--- config.mk ---
export PLATFORM = sky130hd
export DESIGN_NAME = alu_nibble_sequencer
export DESIGN_NICKNAME = d
export VERILOG_FILES = /design/src/rtl/alu_seq_pkg.sv /design/src/rtl/alu181_slice.sv /design/src/rtl/alu_nibble_sequencer.sv
export SDC_FILE = /design/constraint.sdc
export NUM_CORES = 1
export LEC_CHECK = 0
export ABC_AREA = 0
export BUFFER_PORTS_ARGS = -buffer_cell sky130_fd_sc_hd__buf_2
export CAP_MARGIN = 20
export CORE_ASPECT_RATIO = 1.25
export CORE_UTILIZATION = 40
export CTS_CLUSTER_DIAMETER = 50
export DETAILED_ROUTE_END_ITERATION = 8
export PLACE_DENSITY_LB_ADDON = 0.12
export SETUP_SLACK_MARGIN = 0.15
export SLEW_MARGIN = 5
export SYNTH_ARGS = -nofsm -noshare
export SYNTH_HDL_FRONTEND = slang
export SYNTH_SLANG_ARGS = --single-unit
--- constraint.sdc ---
create_clock -name clk -period 5.6 [get_ports clk]
set_input_delay 0.84 -clock clk [delete_from_list [all_inputs] [get_ports clk]]
set_output_delay 0.84 -clock clk [all_outputs]
set_load 0.03 [all_outputs]
--- src/rtl/alu_seq_pkg.sv ---
// Shared types and constants for the nibble-serial 74181 ALU sequencer.
package alu_seq_pkg;

  typedef enum logic [1:0] {
    IDLE = 2'd0,
    RUN  = 2'd1,
    DONE = 2'd2
  } seq_state_t;

  localparam logic [3:0] SEL_ADD = 4'b1001;
  localparam logic [3:0] SEL_SUB = 4'b0110;
  localparam logic [3:0] SEL_XOR = 4'b0110;
  localparam logic [3:0] SEL_AND = 4'b1011;

  localparam logic MODE_LOGIC = 1'b1;
  localparam logic MODE_ARITH = 1'b0;

endpackage

--- src/rtl/alu181_slice.sv ---
// Combinational 4-bit 74181-style slice, active-high data, active-low carry.
// ALU_NIBBLE_SEQ_FLAGS_EN adds c3, the carry into bit 3, for overflow.
module alu181_slice
  import alu_seq_pkg::*;
(
  input  logic [3:0] a,
  input  logic [3:0] b,
  input  logic [3:0] sel,
  input  logic       mode,
  input  logic       cn_n,
  output logic [3:0] f,
  output logic       cout_n,
  output logic       p_n,
  output logic       g_n,
  output logic       aeqb
`ifdef ALU_NIBBLE_SEQ_FLAGS_EN
  ,
  output logic       c3
`endif
);

  logic [3:0] t1;
  logic [3:0] t2;
  logic [4:0] c;

  // t2 implies t1 bitwise, so t1 acts as propagate and t2 as generate
  assign t1 = a | (b & {4{sel[0]}}) | (~b & {4{sel[1]}});
  assign t2 = (a & ~b & {4{sel[2]}}) | (a & b & {4{sel[3]}});

  always_comb begin
    c    = '0;
    c[0] = ~cn_n;
    for (int i = 0; i < 4; i++) begin
      c[i+1] = t2[i] | (t1[i] & c[i]);
    end
  end

  assign f = (mode == MODE_LOGIC) ? ~(t1 ^ t2)
                                  : (t1 ^ t2 ^ c[3:0]);

  assign cout_n = ~c[4];
  assign p_n    = ~&t1;
  assign g_n    = ~(t2[3]
                  | (t1[3] & t2[2])
                  | (t1[3] & t1[2] & t2[1])
                  | (&t1[3:1] & t2[0]));
  assign aeqb   = &f;

`ifdef ALU_NIBBLE_SEQ_FLAGS_EN
  assign c3 = c[3];
`endif

endmodule

--- src/rtl/alu_nibble_sequencer.sv ---
// Nibble-serial WIDTH-bit ALU: one shared 74181 slice, LSB nibble first.
// ALU_NIBBLE_SEQ_FLAGS_EN adds zero and signed-overflow outputs.
module alu_nibble_sequencer
  import alu_seq_pkg::*;
#(
  parameter int WIDTH = 16
) (
  input  logic             clk,
  input  logic             rst_n,
  input  logic             start,
  input  logic [WIDTH-1:0] a,
  input  logic [WIDTH-1:0] b,
  input  logic [3:0]       sel,
  input  logic             mode,
  input  logic             cin,
  output logic             busy,
  output logic             done,
  output logic [WIDTH-1:0] result,
  output logic             cout,
  output logic             a_eq_b
`ifdef ALU_NIBBLE_SEQ_FLAGS_EN
  ,
  output logic             zero,
  output logic             ovf
`endif
);

  localparam int NIB = WIDTH / 4;
  localparam int IW  = (NIB > 1) ? $clog2(NIB) : 1;

  seq_state_t       state;
  logic [IW-1:0]    idx;
  logic [WIDTH-1:0] a_r;
  logic [WIDTH-1:0] b_r;
  logic [3:0]       sel_r;
  logic             mode_r;
  logic             carry_r;
  logic             eq_r;

  logic [3:0] s_f;
  logic       s_cout_n;
  logic       s_aeqb;
  logic       s_unused_p_n;
  logic       s_unused_g_n;
  logic       carry_nx;
  logic       last;

`ifdef ALU_NIBBLE_SEQ_FLAGS_EN
  logic s_c3;
  logic nz_r;
`endif

  alu181_slice u_slice (
    .a      (a_r[4*idx +: 4]),
    .b      (b_r[4*idx +: 4]),
    .sel    (sel_r),
    .mode   (mode_r),
    .cn_n   (~carry_r),
    .f      (s_f),
    .cout_n (s_cout_n),
    .p_n    (s_unused_p_n),
    .g_n    (s_unused_g_n),
    .aeqb   (s_aeqb)
`ifdef ALU_NIBBLE_SEQ_FLAGS_EN
    ,
    .c3     (s_c3)
`endif
  );

  assign carry_nx = (mode_r == MODE_LOGIC) ? 1'b0 : ~s_cout_n;
  assign last     = (idx == IW'(NIB - 1));

  always_ff @(posedge clk or negedge rst_n) begin
    if (!rst_n) begin
      state   <= IDLE;
      idx     <= '0;
      a_r     <= '0;
      b_r     <= '0;
      sel_r   <= '0;
      mode_r  <= MODE_ARITH;
      carry_r <= 1'b0;
      eq_r    <= 1'b0;
      busy    <= 1'b0;
      done    <= 1'b0;
      result  <= '0;
      cout    <= 1'b0;
      a_eq_b  <= 1'b0;
`ifdef ALU_NIBBLE_SEQ_FLAGS_EN
      nz_r    <= 1'b0;
      zero    <= 1'b0;
      ovf     <= 1'b0;
`endif
    end else begin
      unique case (state)
        IDLE: begin
          if (start) begin
            a_r     <= a;
            b_r     <= b;
            sel_r   <= sel;
            mode_r  <= mode;
            carry_r <= cin & (mode != MODE_LOGIC);
            eq_r    <= 1'b1;
            idx     <= '0;
            busy    <= 1'b1;
            state   <= RUN;
`ifdef ALU_NIBBLE_SEQ_FLAGS_EN
            nz_r    <= 1'b0;
`endif
          end
        end
        RUN: begin
          result[4*idx +: 4] <= s_f;
          carry_r <= carry_nx;
          eq_r    <= eq_r & s_aeqb;
          idx     <= idx + IW'(1);
`ifdef ALU_NIBBLE_SEQ_FLAGS_EN
          nz_r    <= nz_r | (|s_f);
`endif
          if (last) begin
            cout   <= carry_nx;
            a_eq_b <= eq_r & s_aeqb;
            done   <= 1'b1;
            state  <= DONE;
`ifdef ALU_NIBBLE_SEQ_FLAGS_EN
            zero   <= ~(nz_r | (|s_f));
            ovf    <= (mode_r == MODE_LOGIC) ? 1'b0
                                             : (s_c3 ^ ~s_cout_n);
`endif
          end
        end
        DONE: begin
          done  <= 1'b0;
          busy  <= 1'b0;
          state <= IDLE;
        end
        default: state <= IDLE;
      endcase
    end
  end

endmodule

**Word-level counts from Yosys, hierarchy flattened**

Cells that the tools add are included.

- Bits in registers: 63
- Bits of input ports: 41
- Output and inout bits: 20
- Logic and storage cells: 74

- Add/subtract/negate cells: 2
- Eq/ne operators: 5
- Shift operators: 4
- Multiplexer cells: 15
- Bitwise gates (word level): 24
- Reduce and logical (&&, ||, !) cells: 11

Operators with widths:

| cell | count |
|---|---|
| 4-bit negator with 34-bit output | 1 |
| 4-bit by 34-bit variable shift with 16-bit output, first input constant | 1 |
| 4-bit by 34-bit variable part select with 16-bit output | 1 |
| 16-bit by 5-bit variable part select with 4-bit output | 2 |
| 4-bit AND | 6 |
| 16-bit bitwise mux | 1 |
| 4-bit bitwise OR | 3 |
| 2-bit AND reduction | 6 |
| 4-bit NOT | 2 |
| 1-bit case mux with 2 select lines | 4 |
| 2-bit case mux with 2 select lines | 2 |
| 4-bit bitwise XOR | 2 |
| 1-bit AND | 6 |
| 2-bit two-way mux | 3 |
| 2-bit nonzero test | 3 |
| 2-bit equality test, second input constant | 2 |
| 1-bit two-way mux | 4 |
| 4-bit two-way mux | 1 |
| 2-bit inequality test, second input constant | 2 |
| 1-bit bitwise OR | 4 |
| 4-bit AND reduction | 1 |
| 2-bit by 1-bit adder with 2-bit output, second input constant | 1 |
| 2-bit by 1-bit equality test with 1-bit output, second input constant | 1 |
| 2-bit zero test | 1 |
| 1-bit NOT | 1 |

**Logic depth before layout (Yosys ltp)**

Gate-level depths: netlist (run 1).

- Word-level depth: 15
- Depth in mapped cells: 8
- Gate-level depth less buffers: 7

**By module**

From an unflattened synthesis (run 1), not the netlist that was laid out.

- Cells, all modules: 241
- Area total of the unflattened synthesis: 3130.5 um^2

Modules (own cells, without submodules):

| module | instances | cells an instance | area each (um^2) | sequential area each (um^2) |
|---|---|---|---|---|
| alu_nibble_sequencer | 1 | 193 | 2767.7 | 1576.5 |
| alu181_slice | 1 | 48 | 362.8 | 0.0 |

**Least setup slack after synthesis (run 1)**

No wires, ideal clock.

- Path type: register to register
- From: register idx[1]
- To: register a_eq_b
- Library setup time: 0.103 ns
- Arrival time: 2.457 ns
- Required time: 5.497 ns
- Setup slack: 3.040 ns
- Stages on the path, launching flop included: 9
- Buffers on the path: 1
- Clock period less this slack: 2.560 ns
- Path through: dfrtp_1 > clkbuf_1 > mux4_2 > mux2_4 > and2_4 > a211oi_2 > xnor2_1 > or3_4 > o41ai_2

- Longest elaborated chain between the ends: 14
- Elaborated cells on any way between the ends: 26
- Classes of those cells: eq/ne: 1; shift: 2; mux: 1; bitwise: 20; reduce/logical: 2

Ends and longest elaborated chain:

| what | RTL line | text |
|---|---|---|
| start, declared | alu_nibble_sequencer.sv:32 | `logic [IW-1:0] idx;` |
| start signal, assigned | alu_nibble_sequencer.sv:115 | `idx <= idx + IW'(1);` |
| 16-bit by 5-bit variable part select with 4-bit output | alu_nibble_sequencer.sv:55 | `.b (b_r[4*idx +: 4]),` |
| 4-bit AND / 4-bit NOT (equally long branches) | alu181_slice.sv:27, alu181_slice.sv:28 |  |
| 4-bit bitwise OR (tied with other cells) | alu181_slice.sv:27 | `assign t1 = a \| (b & {4{sel[0]}}) \| (~b & {4{sel[1]}});` |
| 4-bit bitwise OR / 4-bit AND (equally long branches) | alu181_slice.sv:27, alu181_slice.sv:28 |  |
| 1-bit AND / 4-bit bitwise OR (equally long branches) | alu181_slice.sv:34, alu181_slice.sv:28 |  |
| 1-bit bitwise OR | alu181_slice.sv:34 | `c[i+1] = t2[i] \| (t1[i] & c[i]);` |
| 1-bit AND | alu181_slice.sv:34 |  |
| 1-bit bitwise OR | alu181_slice.sv:34 |  |
| 1-bit AND | alu181_slice.sv:34 |  |
| 1-bit bitwise OR | alu181_slice.sv:34 |  |
| 4-bit bitwise XOR | alu181_slice.sv:39 | `: (t1 ^ t2 ^ c[3:0]);` |
| 4-bit two-way mux | alu181_slice.sv:38 | `assign f = (mode == MODE_LOGIC) ? ~(t1 ^ t2)` |
| 4-bit AND reduction | alu181_slice.sv:47 | `assign aeqb = &f;` |
| 1-bit AND | alu_nibble_sequencer.sv:121 | `a_eq_b <= eq_r & s_aeqb;` |
| end signal, assigned | alu_nibble_sequencer.sv:121 |  |
| end, declared | alu_nibble_sequencer.sv:20 | `output logic a_eq_b` |

Parallel ways exist; a longest one is shown, timed or not.
A chain may end at the register's enable or synchronous reset.

**Worst setup path after layout (run 1)**

- From: register idx[0]
- To: register eq_r

- Longest elaborated chain between the ends: 15
- Elaborated cells on any way between the ends: 25
- Classes of those cells: shift: 2; mux: 2; bitwise: 20; reduce/logical: 1

Ends and longest elaborated chain:

| what | RTL line | text |
|---|---|---|
| 16-bit by 5-bit variable part select with 4-bit output | alu_nibble_sequencer.sv:55 |  |
| 4-bit AND / 4-bit NOT (equally long branches) | alu181_slice.sv:27, alu181_slice.sv:28 |  |
| 4-bit bitwise OR (tied with other cells) | alu181_slice.sv:27 |  |
| 4-bit bitwise OR / 4-bit AND (equally long branches) | alu181_slice.sv:27, alu181_slice.sv:28 |  |
| 1-bit AND / 4-bit bitwise OR (equally long branches) | alu181_slice.sv:34, alu181_slice.sv:28 |  |
| 1-bit bitwise OR | alu181_slice.sv:34 |  |
| 1-bit AND | alu181_slice.sv:34 |  |
| 1-bit bitwise OR | alu181_slice.sv:34 |  |
| 1-bit AND | alu181_slice.sv:34 |  |
| 1-bit bitwise OR | alu181_slice.sv:34 |  |
| 4-bit bitwise XOR | alu181_slice.sv:39 |  |
| 4-bit two-way mux * | alu181_slice.sv:38 |  |
| 4-bit AND reduction * | alu181_slice.sv:47 |  |
| 1-bit AND * | alu_nibble_sequencer.sv:114 | `eq_r <= eq_r & s_aeqb;` |
| 1-bit case mux with 2 select lines * | alu_nibble_sequencer.sv:94 | `unique case (state)` |
| end signal, assigned | alu_nibble_sequencer.sv:114 |  |
| end, declared | alu_nibble_sequencer.sv:38 | `logic eq_r;` |

Every way passes the cells marked *; elsewhere a longest branch is shown, timed or not.

==> results of run 1 <==
[critical path, delay by kind of cell, from the launching register on]
kind           cells  cell delay [ns]
AO/OA/AOI/OAI      4             0.70
multiplexers       2             0.90
XOR/XNOR           1             0.60
flip-flops         1             0.83
[layout make-up]
type | count | area [um^2]
Fill cell | 672 | 3490
Clock buffer | 9 | 124
Multi-Input combinational cell | 157 | 1310
Sequential cell | 63 | 1580
Clock inverter | 7 | 97.6
Timing Repair Buffer | 62 | 315
Tap cell | 90 | 113
Inverter | 10 | 37.5
[registers in the layout (all words and copies together) (netlist names)]
signal	cells
state	2
a_r	16
a_eq_b	1
b_r	16
idx	2
result	16
carry_r	1
mode_r	1
eq_r	1
cout	1
sel_r	4
busy	1
done	1
[routing by layer]
metal	GRT usage, %	vias up	part of all wire [%]
met5	0	-	0
met4	7.83	0	2.1
met3	3.64	12	3.2
met2	27.6	51	48
met1	23.0	988	46
li1	-	986	-
[worst min-delay path by stage]
stage                            from                endpoint  depth (start not counted)
2_1_floorplan    state[1]$_DFFE_PN0P_        busy$_DFFE_PN0P_                          1
3_3_place_gp    result[8]$_DFFE_PN0P_   result[8]$_DFFE_PN0P_                          2
3_5_place_dp    result[4]$_DFFE_PN0P_   result[4]$_DFFE_PN0P_                          2
4_1_cts         result[4]$_DFFE_PN0P_   result[4]$_DFFE_PN0P_                          2
5_1_grt        result[13]$_DFFE_PN0P_  result[13]$_DFFE_PN0P_                          2
6_report        result[4]$_DFFE_PN0P_   result[4]$_DFFE_PN0P_                          2
[synthesized netlist by cell type (2+ instances only)]
library cell,count
a211oi_2,2
a21oi_1,8
a22o_1,2
clkbuf_1,6
dfrtp_1,63
ha_1,6
inv_1,10
mux2_2,36
mux2i_1,4
mux4_2,7
nand2_1,29
nand2b_1,4
nand4_1,3
nor2_1,9
o211ai_1,2
o21ai_0,15
o21ai_1,8
o32ai_2,2
xnor2_1,4
[through the flow]
stage / power [uW] / setup WS [ns] / cells / hold slack [ns]
floorplan: 1760 / 3.04 / 237 / 0.466
global placement: 2050 / 2.44 / 382 / 0.462
detailed placement: 2080 / 2.37 / 382 / 0.465
CTS: 2520 / 2.37 / 398 / 0.482
global route: 2690 / 2.15 / 398 / 0.522
finish: 2490 / 2.42 / 398 / 0.477
[power groups by stage]
stage	clock, uW	combinational [uW]	sequential (uW)
after floorplan	0	888	875
after global placement	0	1210	841
after detailed placement	0	1240	845
after CTS	443	1240	836
after global routing	463	1360	867
final	432	1230	831
[cells by family after synthesis]
family / Yosys count / share of synthesized area [%]
fa+ha+maj: 6 / 2.54
flops: 63 / 53.4
xor+xnor: 4 / 1.19
buf+inv: 17 / 2.29
compound gates: 47 / 10.8
mux: 49 / 21.8
simple gates: 51 / 7.97
==> flow_summary.ini, run 1 <==
[cts]
htreeDepth = 3
cts_tree = yes
clock-sinks = 63
clock_latency_ns = 0.33
numCtsBuffers = 9
cts_buffer_depth = 2
clkTransAtPathRegs_ns = 0.07
cts_hold_buf = 0
post_cts_buffers = 0
root_buffer = clkbuf_8
cts_resized = 0

[timing]
fin_tns_setup_ns = 0
fin_crit_sh_pct = 56.7
timing.final.max_slew_violations = 0
timing.slew.headroom_pct = 42.5
fin_crit_ns = 3.18
timing.fmax_mhz = 315
setup_viol = 0
grt_setup_unrepaired = false
worst_pin_slew_ns = 0.862
skew_ns = 0.00694
final_hold_viol_count = 0

[synth]
synth_edf_count = 0
syn_nets = 284
synth_top_area_cell = dfrtp_1
yosys_warnings = 0
synth_top_cell_area_share_pct = 53.4
async_reset_ff_share_pct = 100
ys_seq_elements = 63
yosysSeqAreaShare_pct = 53.4
syn_inst = 237
synth_area_um2 = 2950
avgSynthCellArea_um2 = 12.5
ys_types = 36
synth-main-ff-cell = dfrtp_1
synth.area.top_cells = dfrtp_1, mux2_2, mux4_2

[detailed_routing]
wl_per_cell_um = 14.7
wl_um = 5830
num_vias = 2037
ant_nets = 0
route.detailed.drc = 0
drt-pass1-iter-count = 4
vias_per_cell = 5.12
drt_iter0_markers = 65

[setup_path]
worstPathArrival_ns = 3.37
cp-start-kind = flip-flop
regToRegSetupSlack_ns = 2.42
critPathSlowestCell = dfrtp_1
r2r-end = eq_r$_DFFE_PN0P_
critical_path.max_fanout = 16
cp_common_cell = o32ai_2
crit_end = eq_r$_DFFE_PN0P_
reg2reg_depth = 7
cp-startpoint = idx[0]$_DFFE_PN0P_
critPathMaxStageDelay_ns = 0.83
crit_type = reg -> reg
r2r-start = idx[0]$_DFFE_PN0P_
endpoint_kind = flip-flop
cp.required_ns = 5.79
crit_chain = mux4_2 -> mux2_4 -> a21oi_1 -> o32ai_2 -> a211oi_2 -> xnor2_1 -> o32ai_2

[floorplanning]
die_x_um = 78.9
dieHeight_um = 98.1
rows = 34
die-area_um2 = 7730
initial_utilization_pct = 41.8
ios = 61
coreArea_um2 = 7060

[worst_hold_path]
hp-class = reg -> reg

[place]
gp_congestion = 0.742
place_area_um2 = 3350
io_buffers = 60
place_hpwl_um = 4220

[power_and_ir_drop]
combPwrFrac_pct = 49.3
clockPowerShare_pct = 17.3
ir_worst_vdd_uv = 326
switching_power_uw = 1030
power_frac_seq_pct = 33.4
cellPowerDensity_nw_per_um2 = 697
p_leak_uw = 0.00165
p_int_uw = 1460
swShare_pct = 41.5

[cells_and_area]
nNetsFinal = 350
fin_area_um2 = 3570
final_cell_mix = dfrtp_1, buf_2, mux2_2, nand2_1, o21ai_0
syn_to_final_growth_pct = 21.0
drive_above_1_share_pct = 42.2
insertedDiodeCount = 0
utilization_pct = 50.6
layout_commonest_cell = dfrtp_1

[global_routing]
antenna_found_initial = 0
grtUsageTotal_pct = 17.4
grt_pass1_wl_um = 10400
grt_max_degree = 64
grt_pass1_vias = 2160
overflow = 0

[status]
status = finished clean

[job]
cap_violations = 0
(Power assumes the default switching activity.)
==> inputs of run 2 (changes only) <==
==> constraint.sdc (replaced) <==
create_clock -name clk -period 2.6 [get_ports clk]
set_input_delay 0.39 -clock clk [delete_from_list [all_inputs] [get_ports clk]]
set_output_delay 0.39 -clock clk [all_outputs]
set_load 0.03 [all_outputs]
==> flow_summary.ini, run 2 (synthesis gave the netlist of run 1 again) <==
[detailed_routing]
ant_nets = 0
drt-pass1-iter-count = 4
wl_per_cell_um = 15.0
drt_iter0_markers = 113
num_vias = 2134
route.detailed.drc = 0
vias_per_cell = 5.08
wl_um = 6290

[cts]
cts_hold_buf = 0
clock-sinks = 63
cts_tree = yes
numCtsBuffers = 9
clkTransAtPathRegs_ns = 0.08
root_buffer = clkbuf_8
clock_latency_ns = 0.35
cts_buffer_depth = 2
htreeDepth = 3

[place]
gp_congestion = 0.776
io_buffers = 60
place_hpwl_um = 4590

[cells_and_area]
syn_to_final_growth_pct = 27.2
drive_above_1_share_pct = 47.0
final_cell_mix = dfrtp_1, buf_2, mux2_2, nand2_1, buf_4
insertedDiodeCount = 0
layout_commonest_cell = dfrtp_1
nNetsFinal = 372
largestRegisters = a_r (16), b_r (16), result (16)

[setup_path]
critical_path.max_fanout = 6
cp.required_ns = 2.85
cp-start-kind = flip-flop
worstPathArrival_ns = 2.76
endpoint_kind = flip-flop
crit_type = reg -> reg

[timing]
hold_slack_ns = 0.0292
grt_setup_unrepaired = true
timing.fmax_mhz = 399
fin_crit_ns = 2.51
timing.final.max_slew_violations = 0
setup_viol = 0
skew_ns = 0.0134
worst_pin_slew_ns = 0.586
fin_crit_sh_pct = 96.4
final_hold_viol_count = 0
timing.slew.headroom_pct = 60.9
fin_tns_setup_ns = 0

[power_and_ir_drop]
switching_power_uw = 2380
combPwrFrac_pct = 55.4
cellPowerDensity_nw_per_um2 = 1610
p_leak_uw = 0.00175
swShare_pct = 39.4
ir_worst_vdd_uv = 749
clockPowerShare_pct = 15.8
power_frac_seq_pct = 28.8
p_int_uw = 3660

[floorplanning]
rows = 34
die-area_um2 = 7730
coreArea_um2 = 7060
ios = 61
die_x_um = 78.9
dieHeight_um = 98.1
initial_utilization_pct = 41.8

[worst_hold_path]
hp-class = in -> async

[global_routing]
grtUsageTotal_pct = 17.8
grt_max_degree = 40
grt_pass1_vias = 2101
grt_pass1_wl_um = 10200
overflow = 0
antenna_found_initial = 0

[status]
status = finished clean

[job]
cap_violations = 0
## run 2: final timing paths
path,from,to,slack [ns],depth (start not counted)
setup / recovery,idx[0]$_DFFE_PN0P_,a_eq_b$_DFFE_PN0P_,0.09,10
hold / removal,rst_n,done$_DFFE_PN0P_,0.03,1
setup reg to reg,idx[0]$_DFFE_PN0P_,a_eq_b$_DFFE_PN0P_,0.09,10
hold reg to reg,result[9]$_DFFE_PN0P_,result[9]$_DFFE_PN0P_,0.48,2
max in group asynchronous,rst_n,a_r[2]$_DFFE_PN0P_,1.93,2
min in group clk,sel[1],sel_r[1]$_DFFE_PN0P_,0.26,3
## run 2: through the flow
| stage | total power [uW] | cells | cell area, um^2 | worst slack [ns] | util (%) |
|---|---|---|---|---|---|
| detailed placement | 4890 | 397 | 3480 | 0.0568 | 49.3 |
| finish | 6040 | 420 | 3760 | 0.0925 | 53.2 |
| CTS | 5920 | 416 | 3720 | 0.105 | 52.7 |
| global placement | 4840 | 397 | 3480 | 0.114 | 49.3 |
| floorplan | 3800 | 237 | 2960 | 0.160 | - |
| global route | 6500 | 420 | 3760 | 0.00232 | 53.2 |
## run 2: power groups by stage
stage	clock, uW	sequential [uW]	combinational, uW
finish	955	1740	3350
global placement	0	1770	3080
CTS	979	1750	3190
detailed placement	0	1770	3120
floorplan	0	1890	1910
global route	1020	1810	3670
## run 2: final cells by class
cell class / count / area (um^2)
Multi-Input combinational cell: 157 / 1310
Timing Repair Buffer: 84 / 493
Clock inverter: 5 / 82.6
Inverter: 10 / 37.5
Fill cell: 672 / 3300
Clock buffer: 11 / 141
Sequential cell: 63 / 1580
Tap cell: 90 / 113
## run 2: critical path, stage by stage (launching register included)
cell and delay (ns):
dfrtp_2 0.42, mux4_2 0.55, buf_4 0.17, nand2b_1 0.07, a21oi_1 0.08, o32ai_2 0.35, buf_4 0.18, nor2_1 0.04
xnor2_1 0.13, buf_4 0.16, o41ai_2 0.27
## run 2: what timing repair did
item	4_1_cts	5_1_grt
setup buffers	3	4
pin swaps	3	6
resized for setup	2	2
endpoints found under the setup margin	4	5
## run 2: layer usage
layer,vias up,track usage (%),part of all wire [%]
li1,1034,-,-
met1,1039,22.3,45
met2,52,28.7,49
met3,9,5.14,3.9
met4,0,7.55,1.6
met5,-,0,0
==> inputs of run 3 (changes only) <==
==> constraint.sdc (replaced) <==
create_clock -name clk -period 3.1 [get_ports clk]
set_input_delay 0.465 -clock clk [delete_from_list [all_inputs] [get_ports clk]]
set_output_delay 0.465 -clock clk [all_outputs]
set_load 0.03 [all_outputs]
==> flow_summary.ini, run 3 (synthesis gave the netlist of run 1 again) <==
[status]
status = finished clean

[power_and_ir_drop]
swShare_pct = 42.3
switching_power_uw = 1890
combPwrFrac_pct = 53.0
power_frac_seq_pct = 32.7
cellPowerDensity_nw_per_um2 = 1250
clockPowerShare_pct = 14.4
ir_worst_vdd_uv = 432
p_int_uw = 2580
p_leak_uw = 0.00165
total_power_uw = 4470

[setup_path]
cp_common_cell = buf_4
critical_path.max_fanout = 9
critical-path-top-delay-family = compound AO/OA/AOI/OAI gates
crit_chain = buf_4 -> mux4_1 -> o22a_1 -> nor2_1 -> o32ai_2 -> a211oi_2 -> xnor2_1 -> buf_4 -> o41ai_2
reg2reg_depth = 9
cp.required_ns = 3.35
critPathSlowestCell = mux4_1
path_buf_inv = 2
regToRegSetupSlack_ns = 0.40
cp_num_cells = 9
endpoint_kind = flip-flop
critPathMaxStageDelay_ns = 0.67
crit_type = reg -> reg
worstPathArrival_ns = 2.95
cp-start-kind = flip-flop

[detailed_routing]
route.detailed.drc = 0
drt-pass1-iter-count = 4
drt_iter0_markers = 72
vias_per_cell = 5.09
wl_um = 6070
num_vias = 2052
wl_per_cell_um = 15.1
ant_nets = 0

[cells_and_area]
layout_commonest_cell = dfrtp_1
insertedDiodeCount = 0
fin_area_um2 = 3570
nNetsFinal = 355
drive_above_1_share_pct = 42.5
syn_to_final_growth_pct = 20.8
largestRegisters = a_r (16), b_r (16), result (16)
final_cell_mix = dfrtp_1, buf_2, mux2_2, nand2_1, o21ai_0
nFillCells = 678
final-instance-count-excl-fill = 403
regArea_um2 = 1580
multi_input_area_um2 = 1310

[timing]
fin_crit_sh_pct = 87.1
fin_tns_setup_ns = 0
timing.final.max_slew_violations = 0
final_hold_viol_count = 0
worst_pin_slew_ns = 0.841
timing.fmax_mhz = 370
fin_crit_ns = 2.70
setup_viol = 0
fin_ws_ns = 0.401
skew_ns = 0.00988
timing.slew.headroom_pct = 43.9
grt_setup_unrepaired = false

[global_routing]
antenna_found_initial = 0
grt_max_degree = 40
met2_usage_pct = 27.8
overflow = 0
grt_pass1_vias = 2170
grtUsageTotal_pct = 17.8
gr-usage-met3_pct = 3.08
gr-max-usage-layer = met2
grt_pass1_wl_um = 10400
grtUsageMet1_pct = 22.9

[cts]
post_cts_buffers = 0
numCtsBuffers = 9
clkTransAtPathRegs_ns = 0.07
cts_resized = 0
root_buffer = clkbuf_8
clock-sinks = 63
htreeDepth = 3
cts_tree = yes
cts_hold_buf = 0
cts_buffer_depth = 2
clock_latency_ns = 0.35

[place]
dp_cells = 387
pre_cts_ws_ns = 0.396
place_hpwl_um = 4440
io_buffers = 60
place_area_um2 = 3390
gp_congestion = 0.824

[worst_hold_path]
hp-class = in -> async

[job]
cap_violations = 0

[floorplanning]
coreArea_um2 = 7060
rows = 34
ios = 61
die_x_um = 78.9
dieHeight_um = 98.1
initial_utilization_pct = 41.8
die-area_um2 = 7730
## run 3: cell count changes in the layout (fill, tap and decap cells not counted), sizes merged
| cell | delta |
|---|---|
| buf | -17 |
| bufinv | -2 |
| clkbuf | +2 |
| clkinv | +2 |
| clkinvlp | -2 |
## run 3: routing by layer
| metal | vias to the layer above | part of all wire (%) |
|---|---|---|
| met5 | - | 0 |
| met4 | 0 | 3.3 |
| met3 | 16 | 3.4 |
| met2 | 55 | 48 |
| met1 | 987 | 46 |
| li1 | 994 | - |
## run 3: cell type report
type / instances / share of cell area (%)
tap: 90 / 3.16
clock inverter: 3 / 0.491
timing repair buffer: 67 / 9.89
clock buffer: 13 / 4.46
multi-input combinational: 157 / 36.7
sequential: 63 / 44.2
inverter: 10 / 1.05
## run 3: worst register-to-register path: stages, from the launching register on
cell	delay (ns)
dfrtp_1	0.38
buf_4	0.22
mux4_1	0.67
o22a_1	0.22
nor2_1	0.13
o32ai_2	0.14
a211oi_2	0.27
xnor2_1	0.10
buf_4	0.17
o41ai_2	0.31
## run 3: final timing paths
path | startpoint | end
worst max-delay path | idx[0]$_DFFE_PN0P_ | a_eq_b$_DFFE_PN0P_
worst min-delay path | rst_n | result[15]$_DFFE_PN0P_
worst max register to register | idx[0]$_DFFE_PN0P_ | a_eq_b$_DFFE_PN0P_
worst min register to register | result[13]$_DFFE_PN0P_ | result[13]$_DFFE_PN0P_
max in group asynchronous | rst_n | a_r[14]$_DFFE_PN0P_
min in group clk | sel[1] | sel_r[1]$_DFFE_PN0P_
## run 3: power groups by stage
stage	registers, uW	clock network [uW]	logic, uW
detailed placement	1480	0	2390
floorplan	1580	0	1600
finish	1460	641	2370
global route	1510	695	2590
CTS	1470	665	2410
global placement	1470	0	2330
## run 3: stage by stage
step / hold slack [ns] / utilization (%)
floorplan: 0.169 / -
global placement: 0.460 / 48.0
detailed placement: 0.466 / 48.0
CTS: 0.112 / 50.5
global route: 0.145 / 50.5
finish: 0.0976 / 50.5
